## config.mk

```make
export PLATFORM = sky130hd
export DESIGN_NAME = mod_n_pwm
export DESIGN_NICKNAME = d
export VERILOG_FILES = /design/src/rtl/mod_n_pwm.sv
export SDC_FILE = /design/constraint.sdc
export NUM_CORES = 1
export LEC_CHECK = 0
export ABC_CLOCK_PERIOD_IN_PS = 2950
export BUFFER_PORTS_ARGS = -buffer_cell sky130_fd_sc_hd__buf_2
export CAP_MARGIN = 20
export CORE_UTILIZATION = 40
export DETAILED_ROUTE_END_ITERATION = 10
export PLACE_DENSITY = 0.72
export SYNTH_ARGS = -nofsm -noshare
export SYNTH_HDL_FRONTEND = slang
export SYNTH_SLANG_ARGS = --single-unit
```

## constraint.sdc

```tcl
create_clock -name clk -period 2.95 [get_ports clk]
set_clock_uncertainty 0.1 [all_clocks]
set_input_delay 0.59 -clock clk [delete_from_list [all_inputs] [get_ports clk]]
set_output_delay 0.59 -clock clk [all_outputs]
set_load 0.01 [all_outputs]
```

## src/rtl/mod_n_pwm.sv

```systemverilog
// mod_n_pwm: PWM generator slaved to an upstream mod-N counter.
// A new duty value is taken into a shadow register. It becomes the active
// compare value at the end of the current period, so the waveform never
// shows a partial period.
module mod_n_pwm #(
   parameter int N = 17,
   localparam int CW = $clog2(N),
   localparam int DW = $clog2(N + 1)
) (
   input  logic          clk,
   input  logic          rst,
   input  logic [CW-1:0] cnt,
   input  logic [DW-1:0] duty_data,
   input  logic          duty_valid,
   output logic          duty_ready,
   output logic          pwm,
   output logic          wrap,
   output logic          upd_done,
   output logic          err
);

   // Handshake: a duty value transfers on a rising clk edge when
   // duty_valid && duty_ready are both high. duty_ready depends only on state.
   // While duty_ready is low, duty_valid is ignored and duty_data need not be held.

   localparam logic [0:0] IDLE = 1'b0;
   localparam logic [0:0] PEND = 1'b1;

   localparam logic [CW:0]   N_EXT  = (CW + 1)'(N);
   localparam logic [CW-1:0] LAST   = CW'(N - 1);
   localparam logic [DW-1:0] N_DUTY = DW'(N);

   logic [0:0]    state;
   logic [DW-1:0] active_duty;
   logic [DW-1:0] shadow_duty;

   logic          cnt_legal;
   logic          tc;
   logic          accept;
   logic [DW-1:0] duty_sat;
   logic [DW-1:0] cnt_ext;

   // Decode counter legality, terminal count, accept and the saturated duty.
   always_comb begin
      cnt_legal = ({1'b0, cnt} < N_EXT);
      tc        = cnt_legal && (cnt == LAST);
      accept    = duty_valid && duty_ready;
      duty_sat  = (duty_data > N_DUTY) ? N_DUTY : duty_data;
      cnt_ext   = DW'(cnt);
   end

   assign duty_ready = (state == IDLE);

   // Handshake FSM: IDLE accepts into the shadow register; PEND applies the shadow at tc.
   always_ff @(posedge clk or negedge rst) begin
      if (!rst) begin
         state       <= IDLE;
         shadow_duty <= '0;
         active_duty <= '0;
         upd_done    <= 1'b0;
      end else begin
         upd_done <= 1'b0;
         case (state)
            IDLE: begin
               // An accept on the tc edge only fills the shadow register.
               // The new value applies at the next tc.
               if (accept) begin
                  shadow_duty <= duty_sat;
                  state       <= PEND;
               end
            end
            PEND: begin
               if (tc) begin
                  active_duty <= shadow_duty;
                  state       <= IDLE;
                  upd_done    <= 1'b1;
               end
            end
            default: state <= IDLE;
         endcase
      end
   end

   // Output waveform, period-end pulse and sticky error flag.
   always_ff @(posedge clk or negedge rst) begin
      if (!rst) begin
         pwm  <= 1'b0;
         wrap <= 1'b0;
         err  <= 1'b0;
      end else begin
         // active_duty changes on the tc edge, so cnt=0 of the next period
         // is the first count compared against the new duty.
         pwm  <= cnt_legal && (cnt_ext < active_duty);
         wrap <= tc;
         if (!cnt_legal) begin
            err <= 1'b1;
         end
      end
   end

endmodule
```

==> summary.txt, run 1 <==
Clocking
  • Clock root buffer: clkbuf_4
  • CTS tree: yes
  • H-tree depth: 1
  • Clock transition at the registers of the reported paths: 80 ps
  • Longest Clk Path Bufs: 2
  • CTS Buf Count: 3
  • Worst-Skew Late Latency: 270 ps
  • CTS Sinks: 15
  • Hold-fix buffers, CTS: 0
  • Post_cts resized: 0
  • Setup repair bufs after CTS: 0

Setup path
  • Arr. time, crit path: 890 ps
  • Reg2Reg Depth: 5
  • Crit path to: duty_ready
  • Reg2reg start: active_duty[1]
  • R2R Path End: pwm
  • Type of the worst setup path: reg2out
  • Worst EP required: 2260 ps
  • Endpoint type of the worst setup path: output pin
  • Startpoint types: flop
  • Critical Path Source: state
  • R2R setup slack: 1630 ps
  • Crit Path Max Fanout: 4

STA
  • Hold slack final: 99.0 ps
  • Max Freq: 0.634 GHz
  • Hold Vio Cnt, Final: 0
  • Pins Over Slew Limit: 0
  • TNS Setup: 0 ps
  • Fin crit period: 1580 ps
  • RSZ-0062 raised after global routing: no
  • Worst-margin pin slew: 309 ps
  • Endpoints failing setup: 0
  • Slew margin rel.: 79.2%
  • Crit share post-route: 53.5%

Outcome
  • Status: completed

Logic synthesis
  • Count leader, synth: dfrtp_1
  • Ys async rst share: 100%
  • Yosys reg bits: 15
  • Post-synthesis cell area: 727 µm²
  • Syn avg cell area: 12.5 µm²
  • YS warnings: 0
  • Post-synth top area cell: dfrtp_1
  • Post-Syn Instances: 58
  • Commonest cells in the synthesized netlist: dfrtp_1 (15), inv_1 (6), o21ai_0 (6), mux2_4 (5)
  • Top cell type's share of synthesized area: 51.6%
  • Cells taking the most area after synthesis: dfrtp_1 (52%), mux2_4 (10%), ha_1 (6.9%), o21ai_0 (4.1%), nand2b_1 (3.4%)
  • Sequential-to-total area share from yosys stat: 51.6%
  • EDFF count, synth: 0
  • Syn nets: 75
  • Primary FF master, synth: dfrtp_1
  • Yosys cell types: 20

Floorplan
  • Chip width: 44.6 µm
  • Core box area: 1710 µm²
  • IO Pins: 18
  • Initial core utilization: 42.6%
  • Chip height: 44.6 µm
  • DIE AREA: 1990 µm²
  • Row Count: 15

Routing
  • DRT iter0 DRCs: 5
  • DR pass1 iterations: 2
  • Per-cell routed wire length: 10.5 µm
  • Final ANT Viol Nets: 0
  • DRC: 0
  • Vias post-DR: 477
  • Routed wire length: 1.09 mm
  • DR vias/cell: 4.63

Final layout
  • Area of the multi-input gates: 324 µm²
  • Post-Layout Cell Count: 103
  • Synthesis-to-layout area growth: 18.9%
  • # diodes: 0
  • Layout cells sized above 1: 39.7%
  • Net count, final: 96
  • FF/Latch Area: 375 µm²
  • FILL cells: 170

Power and ir drop
  • Power per cell area: 575 nW/µm²
  • VDD IR max: 0.000284 V
  • LEAKAGE: 0.430 nW

Global route
  • Antenna violations before repair: 0
  • First-pass GRT wire length: 1.92 mm
  • GRT overflow: 0
  • Total GRT Usage: 13.8%
  • Vias in the first global route: 468
  • Largest net degree at the start of global routing: 16

Job
  • Max-cap viol count: 0

Place
  • Placed instance count: 99
  • Post-DP HPWL: 923 µm
  • Port bufs: 17
  • GP Congestion: 0.741

Min path
  • Hold Crit Class: in2async
==> stage by stage <==
step                cell area [µm²]  setup slack (ps)  total power, mW  util (%)
floorplan                       727              1350            0.354         -
global placement                838              1160            0.387      49.1
detailed placement              838              1140            0.395      49.1
CTS                             865              1360            0.505      50.6
global route                    865              1310            0.533      50.6
finish                          865              1370            0.497      50.6
==> area by class of cell <==
cell class                 count  area share, %
multi-input combinational     36           37.5
clock buffer                   4           3.04
inverter                       6           2.60
tap                           25           3.62
sequential                    15           43.4
timing repair buffer          17           9.84
==> layout by cell type, fill, tap and decap left out <==
cell | netlist | routed
inv_1 | 6 | 6
or3_1 | 1 | 1
a21oi_1 | 1 | 1
mux2_2 | 1 | 1
dfrtp_1 | 15 | 15
clkbuf_1 | 0 | 1
or4_4 | 1 | 1
nand2_1 | 4 | 4
mux2_4 | 5 | 5
a21o_2 | 1 | 1
nand2b_1 | 4 | 4
nor4_4 | 1 | 1
buf_2 | 1 | 17
o21ai_0 | 6 | 6
ha_1 | 4 | 4
clkbuf_4 | 0 | 3
a221oi_2 | 1 | 1
and2_1 | 1 | 1
nand3_4 | 1 | 1
nor2_1 | 1 | 1
o21a_1 | 2 | 2
nor3b_1 | 1 | 1
==> power by group <==
part | switching [mW] | internal, mW | leakage (nW)
Sequential | 0.0228 | 0.248 | 0.187
Combinational | 0.0474 | 0.0683 | 0.228
Clock | 0.0578 | 0.0523 | 0.0150
Total | 0.128 | 0.369 | 0.430
==> worst min-delay path by stage <==
stage	slack, ps	endpoint
detailed placement	350	err
global route	110	active_duty[3]
global placement	340	err
finish	100	err
floorplan	190	active_duty[0]
CTS	110	err
==> cell families (layout without fill, tap and decap cells) <==
kind of cell	after synthesis	count (layout)	synth area share [%]
flip-flops	15	15	51.6
AND/OR/NAND/NOR	15	15	15.7
AO/OA/AOI/OAI	11	11	10.2
buffers and inverters	7	27	3.79
multiplexers	6	6	11.9
adder cells (fa/ha/maj)	4	4	6.88
==> sequential cells by signal (all words and copies together), names as in the netlist <==
register and flops:
wrap 1, upd_done 1, shadow_duty 5, err 1
active_duty 5, pwm 1, state 1
==> layer usage <==
| metal | GRT usage, % | part of all wire, % | vias to the layer above |
|---|---|---|---|
| met4 | 9.09 | 1.1 | 0 |
| met3 | 2.45 | 4.3 | 2 |
| met1 | 15.8 | 44 | 220 |
| met5 | 0 | 0 | - |
| li1 | - | - | 239 |
| met2 | 23.2 | 50 | 16 |
==> critical path, stage by stage, from the launching register on <==
cell and delay (ps):
dfrtp_1 440, inv_1 60, buf_2 120
Power figures use the tool's default switching activity.
==> run 2: changes to the inputs <==
--- a/config.mk
+++ b/config.mk
@@ -5,12 +5,12 @@
 export SDC_FILE = /design/constraint.sdc
 export NUM_CORES = 1
 export LEC_CHECK = 0
-export ABC_CLOCK_PERIOD_IN_PS = 2950
+export ABC_CLOCK_PERIOD_IN_PS = 1400
 export BUFFER_PORTS_ARGS = -buffer_cell sky130_fd_sc_hd__buf_2
 export CAP_MARGIN = 20
 export CORE_UTILIZATION = 40
 export DETAILED_ROUTE_END_ITERATION = 10
-export PLACE_DENSITY = 0.72
+export PLACE_DENSITY = 0.74
 export SYNTH_ARGS = -nofsm -noshare
 export SYNTH_HDL_FRONTEND = slang
 export SYNTH_SLANG_ARGS = --single-unit
==> constraint.sdc (replaced) <==
create_clock -name clk -period 1.4 [get_ports clk]
set_clock_uncertainty 0.1 [all_clocks]
set_input_delay 0.28 -clock clk [delete_from_list [all_inputs] [get_ports clk]]
set_output_delay 0.28 -clock clk [all_outputs]
set_load 0.01 [all_outputs]
==> run 2 against run 1 <==
Effect of this change:
- utilization grew 1.8 points
- design area grew 3.5%
- clock-buffer cell count unchanged
- hold slack better by 25 ps
- final cell count grew 2.9%
- non-clock buffer count grew 3
- power grew 110%
- first-iteration DRC count shrank 80%
- critical endpoint is now pwm
- highest routed layer is now met3
==> summary.txt, run 2 (synthesis results as in run 1) <==
Outcome
  • Status: completed

Floorplan
  • Initial core utilization: 42.6% (unchanged)
  • IO Pins: 18 (unchanged)
  • Chip width: 44.6 µm (unchanged)
  • Chip height: 44.6 µm (unchanged)
  • Core box area: 1710 µm² (unchanged)
  • Row Count: 15 (unchanged)
  • DIE AREA: 1990 µm² (unchanged)

Final layout
  • # diodes: 0 (unchanged)
  • Net count, final: 99 (+3.1%)
  • Layout cells sized above 1: 42.0% (+2.2 points)
  • Synthesis-to-layout area growth: 23.1%
  • Most common cell after layout, fill and taps aside: buf_2
  • Commonest non-fill, non-tap cells in the layout: buf_2 (17), dfrtp_1 (15), inv_1 (6)
  • Top Registers: active_duty: 5 flops, shadow_duty: 5 flops
  • Final Core Density: 52.4% (+1.8 points)

Setup path
  • Type of the worst setup path: reg2reg
  • Critical Path Source: active_duty[1]
  • Endpoint type of the worst setup path: flop
  • Startpoint types: flop
  • Arr. time, crit path: 1370 ps (+480 ps)
  • Reg2reg start: active_duty[1]
  • R2R setup slack: 110 ps (-1520 ps)
  • Crit Path Max Fanout: 2 (-2)
  • Worst EP required: 1480 ps (-780 ps)

Routing
  • DR pass1 iterations: 3 (+1)
  • Vias post-DR: 482 (+1.0%)
  • Per-cell routed wire length: 10.4 µm (-1.1%)
  • Routed wire length: 1.11 mm (+1.7%)
  • Final ANT Viol Nets: 0 (unchanged)
  • DRC: 0 (unchanged)
  • DR vias/cell: 4.55 (-1.8%)
  • DRT iter0 DRCs: 1 (-4)

Place
  • Port bufs: 17 (unchanged)
  • GP Congestion: 0.729 (-1.6%)
  • Dpl ws: -86.2 ps (-1230 ps)
  • Post-DP HPWL: 901 µm (-2.4%)

STA
  • Max Freq: 0.775 GHz
  • Endpoints failing setup: 0 (unchanged)
  • Slew margin rel.: 78.5% (-0.77 points)
  • Worst-margin pin slew: 323 ps (+13.9 ps)
  • Setup ws final: 109 ps (-1260 ps)
  • Hold Vio Cnt, Final: 0 (unchanged)
  • Pins Over Slew Limit: 0 (unchanged)
  • RSZ-0062 raised after global routing: no
  • Fin crit period: 1290 ps
  • Crit share post-route: 92.2%

Clocking
  • CTS Sinks: 15 (unchanged)
  • CTS Buf Count: 3 (unchanged)
  • H-tree depth: 1 (unchanged)
  • Setup repair bufs after CTS: 0 (unchanged)
  • Clock root buffer: clkbuf_4
  • CTS tree: yes
  • Clock transition at the registers of the reported paths: 80 ps (about the same)
  • Longest Clk Path Bufs: 2 (unchanged)
  • Worst-Skew Late Latency: 280 ps (about the same)

Power and ir drop
  • VDD IR max: 0.000525 V (+84%)
  • Power per cell area: 1190 nW/µm² (+110%)
  • Power, Total: 1.06 mW (+110%)
  • LEAKAGE: 0.445 nW (+3.3%)

Global route
  • Vias in the first global route: 449 (-4.1%)
  • Largest net degree at the start of global routing: 16 (unchanged)
  • GRT overflow: 0 (unchanged)
  • First-pass GRT wire length: 1.86 mm (-2.9%)
  • Total GRT Usage: 13.9% (+0.16 points)
  • Antenna violations before repair: 0 (unchanged)

Job
  • Max-cap viol count: 0 (unchanged)

Min path
  • Hold Crit Class: in2reg
  • Hold_sp: duty_valid
run 2: metrics by stage:
stage / area, µm² / TNS [ps] / cells / hold WS, ps
finish: 895 / 0 / 106 / 124
global route: 895 / 0 / 106 / 92.3
CTS: 890 / 0 / 106 / 103
detailed placement: 853 / -475 / 101 / 97.2
global placement: 853 / -370 / 101 / 91.2
floorplan: 727 / 0 / 58 / -116
run 2: cell type report:
type | count | area (µm²)
clock buffers | 4 | 26.3
fillers | 158 | 813
inverters | 6 | 22.5
multi-input cells | 36 | 329
flip-flops and latches | 15 | 375
well taps | 25 | 31.3
repair buffers | 20 | 110
run 2: path summary, 6_finish.rpt:
check                      depth (start not counted)        endpoint
max                                                5             pwm
min                                                2           state
max reg2reg                                        5             pwm
min reg2reg                                        1             err
max in group asynchronous                          2  shadow_duty[4]
min in group asynchronous                          2  active_duty[0]
run 2: timing repair:
item,in CTS,in global routing
gates resized for setup,0,3
endpoints found under the hold margin,15,0
setup endpoints to repair,0,1
hold buffers,1,0
run 2: worst max-delay path, cell delays in order (launching register included):
cell,delay (ps)
dfrtp_1,360
inv_1,50
ha_1,260
o21ai_1,130
o21ai_1,80
a221oi_2,220
run 2: power by group:
part / internal, mW / total (mW) / switching [mW]
Combinational: 0.152 / 0.257 / 0.105
Clock: 0.110 / 0.236 / 0.125
Sequential: 0.523 / 0.571 / 0.0487
Total: 0.785 / 1.06 / 0.279
run 2: metal layers:
layer | wire length [µm] | track usage, % | up-vias
met1 | 496 | 15.0 | 220
met2 | 555 | 22.9 | 16
met3 | 52 | 4.90 | 0
li1 | - | - | 246
met5 | 0 | 0 | -
met4 | 0 | 9.09 | 0
==> run 3: changes to the inputs <==
--- a/config.mk
+++ b/config.mk
@@ -5,12 +5,12 @@
 export SDC_FILE = /design/constraint.sdc
 export NUM_CORES = 1
 export LEC_CHECK = 0
-export ABC_CLOCK_PERIOD_IN_PS = 1400
+export ABC_CLOCK_PERIOD_IN_PS = 1100
 export BUFFER_PORTS_ARGS = -buffer_cell sky130_fd_sc_hd__buf_2
 export CAP_MARGIN = 20
 export CORE_UTILIZATION = 40
 export DETAILED_ROUTE_END_ITERATION = 10
-export PLACE_DENSITY = 0.74
+export PLACE_DENSITY = 0.65
 export SYNTH_ARGS = -nofsm -noshare
 export SYNTH_HDL_FRONTEND = slang
 export SYNTH_SLANG_ARGS = --single-unit
==> constraint.sdc (replaced) <==
create_clock -name clk -period 1.1 [get_ports clk]
set_clock_uncertainty 0.1 [all_clocks]
set_input_delay 0.22 -clock clk [delete_from_list [all_inputs] [get_ports clk]]
set_output_delay 0.22 -clock clk [all_outputs]
set_load 0.01 [all_outputs]
==> run 3 against run 2 <==
Effect of this change:
- the flow now finishes with violations (setup timing)
- clock power grew 29%
- hold slack lost 49 ps
- combinational power grew 74%
- wire length grew 6.4%
- sequential power grew 27%
- design area grew 17%
- sequential cell count is the same
- non-clock buffer count grew 14
- register-to-register slack lost 260 ps
- sequential share of layout area shrank 6.1 points
- clock-buffer cell count shrank 1
- global-route usage grew 0.56 points
- largest cell class unchanged
==> summary.txt, run 3 (synthesis results as in run 1) <==
Place
  • Post-DP HPWL: 904 µm (+0.36%)
  • Placed instance count: 112 (+11%)
  • Port bufs: 17 (unchanged)
  • GP Congestion: 0.698 (-4.3%)
  • Dpl cell area: 936 µm² (+9.7%)

Floorplan
  • Chip width: 44.6 µm (unchanged)
  • Core box area: 1710 µm² (unchanged)
  • IO Pins: 18 (unchanged)
  • Initial core utilization: 42.6% (unchanged)
  • Chip height: 44.6 µm (unchanged)
  • Row Count: 15 (unchanged)
  • DIE AREA: 1990 µm² (unchanged)

Routing
  • Final ANT Viol Nets: 0 (unchanged)
  • Vias post-DR: 533 (+11%)
  • DR pass1 iterations: 3 (unchanged)
  • DRC: 0 (unchanged)
  • DR vias/cell: 4.44 (-2.3%)
  • Per-cell routed wire length: 9.80 µm (-6.0%)
  • DRT iter0 DRCs: 6 (+5)
  • Routed wire length: 1.18 mm (+6.4%)

STA
  • Endpoints failing setup: 13 (+13)
  • Setup ws final: -154 ps (-264 ps)
  • Hold Vio Cnt, Final: 0 (unchanged)
  • Slew margin rel.: 78.3% (-0.20 points)
  • RSZ-0062 raised after global routing: yes
  • Hold slack final: 74.7 ps (-49.4 ps)
  • Crit share post-route: 114%
  • Fin crit period: 1250 ps
  • Worst-margin pin slew: 324 ps (+0.637 ps)
  • Pins Over Slew Limit: 0 (unchanged)
  • Max Freq: 0.797 GHz

Setup path
  • Arr. time, crit path: 930 ps (-440 ps)
  • Crit Path Max Fanout: 2 (unchanged)
  • Worst EP required: 780 ps (-700 ps)
  • Endpoint type of the worst setup path: output pin
  • Startpoint types: flop
  • Type of the worst setup path: reg2out

Final layout
  • Top Registers: active_duty: 5 flops, shadow_duty: 5 flops
  • Net count, final: 113 (+14%)
  • Area of the multi-input gates: 350 µm² (+6.5%)
  • # diodes: 0 (unchanged)
  • Post-Layout Cell Count: 120 (+13%)
  • Commonest non-fill, non-tap cells in the layout: buf_2 (16), dfrtp_1 (15), buf_4 (12)
  • Synthesis-to-layout area growth: 44.1%
  • Most common cell after layout, fill and taps aside: buf_2
  • Final non-filler cell area: 1050 µm² (+17%)
  • FF/Latch Area: 375 µm² (unchanged)
  • FILL cells: 140 (-11%)
  • Layout cells sized above 1: 58.9% (+17 points)

Power and ir drop
  • Power per cell area: 1410 nW/µm² (+19%)
  • LEAKAGE: 0.533 nW (+20%)
  • VDD IR max: 0.000877 V (+67%)

Global route
  • Total GRT Usage: 14.5% (+0.56 points)
  • Vias in the first global route: 490 (+9.1%)
  • Antenna violations before repair: 0 (unchanged)
  • GRT overflow: 0 (unchanged)
  • Largest net degree at the start of global routing: 16 (unchanged)
  • First-pass GRT wire length: 2.04 mm (+9.6%)

Clocking
  • H-tree depth: 1 (unchanged)
  • CTS tree: yes
  • CTS Buf Count: 3 (unchanged)
  • Longest Clk Path Bufs: 2 (unchanged)
  • CTS Sinks: 15 (unchanged)
  • Clock transition at the registers of the reported paths: 90 ps (about the same)
  • Clock root buffer: clkbuf_4
  • Worst-Skew Late Latency: 280 ps (about the same)

Outcome
  • Violated checks: setup timing
  • Status: complete, but fails checks

Job
  • Max-cap viol count: 0 (unchanged)

Min path
  • Hold Crit Class: in2reg
-- run 3: cell count changes in the layout (fill, tap and decap cells not counted), moves of 3 or more --
cell     delta
o21ai_1     +3
nand2_2     +4
o21ai_0     -4
nand2_1     -4
buf_6       +4
buf_4      +10
-- run 3: area by class of cell --
| class | instances | share of cell area, % |
|---|---|---|
| well taps | 25 | 2.99 |
| repair buffers | 34 | 22.9 |
| inverters | 6 | 2.15 |
| flip-flops and latches | 15 | 35.8 |
| clock buffers | 3 | 2.15 |
| multi-input cells | 36 | 33.5 |
| clock inverters | 1 | 0.478 |
-- run 3: per-stage QoR --
step	TNS (ps)	total power [mW]	setup WS, ps	util (%)
3_5_place_dp	-2660	1.13	-344	54.8
4_1_cts	-886	1.47	-154	59.9
6_report	-761	1.48	-154	61.3
3_3_place_gp	-2390	1.12	-307	54.8
5_1_grt	-1300	1.60	-218	61.3
2_1_floorplan	-828	0.955	-125	-
-- run 3: worst paths after layout --
| check | startpoint | to | slack, ps | depth (start not counted) |
|---|---|---|---|---|
| max | state | duty_ready | -150 | 3 |
| min | duty_data[0] | shadow_duty[0] | 70 | 3 |
| max reg2reg | active_duty[1] | pwm | -150 | 5 |
| min reg2reg | err | err | 370 | 1 |
| max in group asynchronous | rst | state | 390 | 2 |
| min in group asynchronous | rst | active_duty[3] | 270 | 2 |
-- run 3: power breakdown --
| part | total [mW] | switching, mW | leakage, nW | internal, mW |
|---|---|---|---|---|
| combinational | 0.448 | 0.159 | 0.328 | 0.289 |
| sequential | 0.728 | 0.0624 | 0.187 | 0.665 |
| clock | 0.304 | 0.169 | 0.0177 | 0.135 |
| total | 1.48 | 0.391 | 0.533 | 1.09 |
-- run 3: what timing repair did --
item	4_1_cts	5_1_grt
gates resized for setup	6	12
pin swaps	1	5
buffers inserted	3	2
setup endpoints to repair	13	17
cloned	0	0
hold buffers	1	0
endpoints found under the hold margin	15	0
-- run 3: worst max-delay path, cell delays in order, from the launching register on --
cell,delay (ps)
dfrtp_1,410
buf_6,130
inv_2,40
buf_6,90
-- run 3: layer usage --
| layer | GRT usage, % | vias up | routed length (µm) |
|---|---|---|---|
| met5 | 0 | - | 0 |
| met4 | 7.27 | 0 | 10 |
| met3 | 3.67 | 2 | 47 |
| met2 | 24.1 | 15 | 576 |
| met1 | 17.3 | 240 | 541 |
| li1 | - | 276 | - |
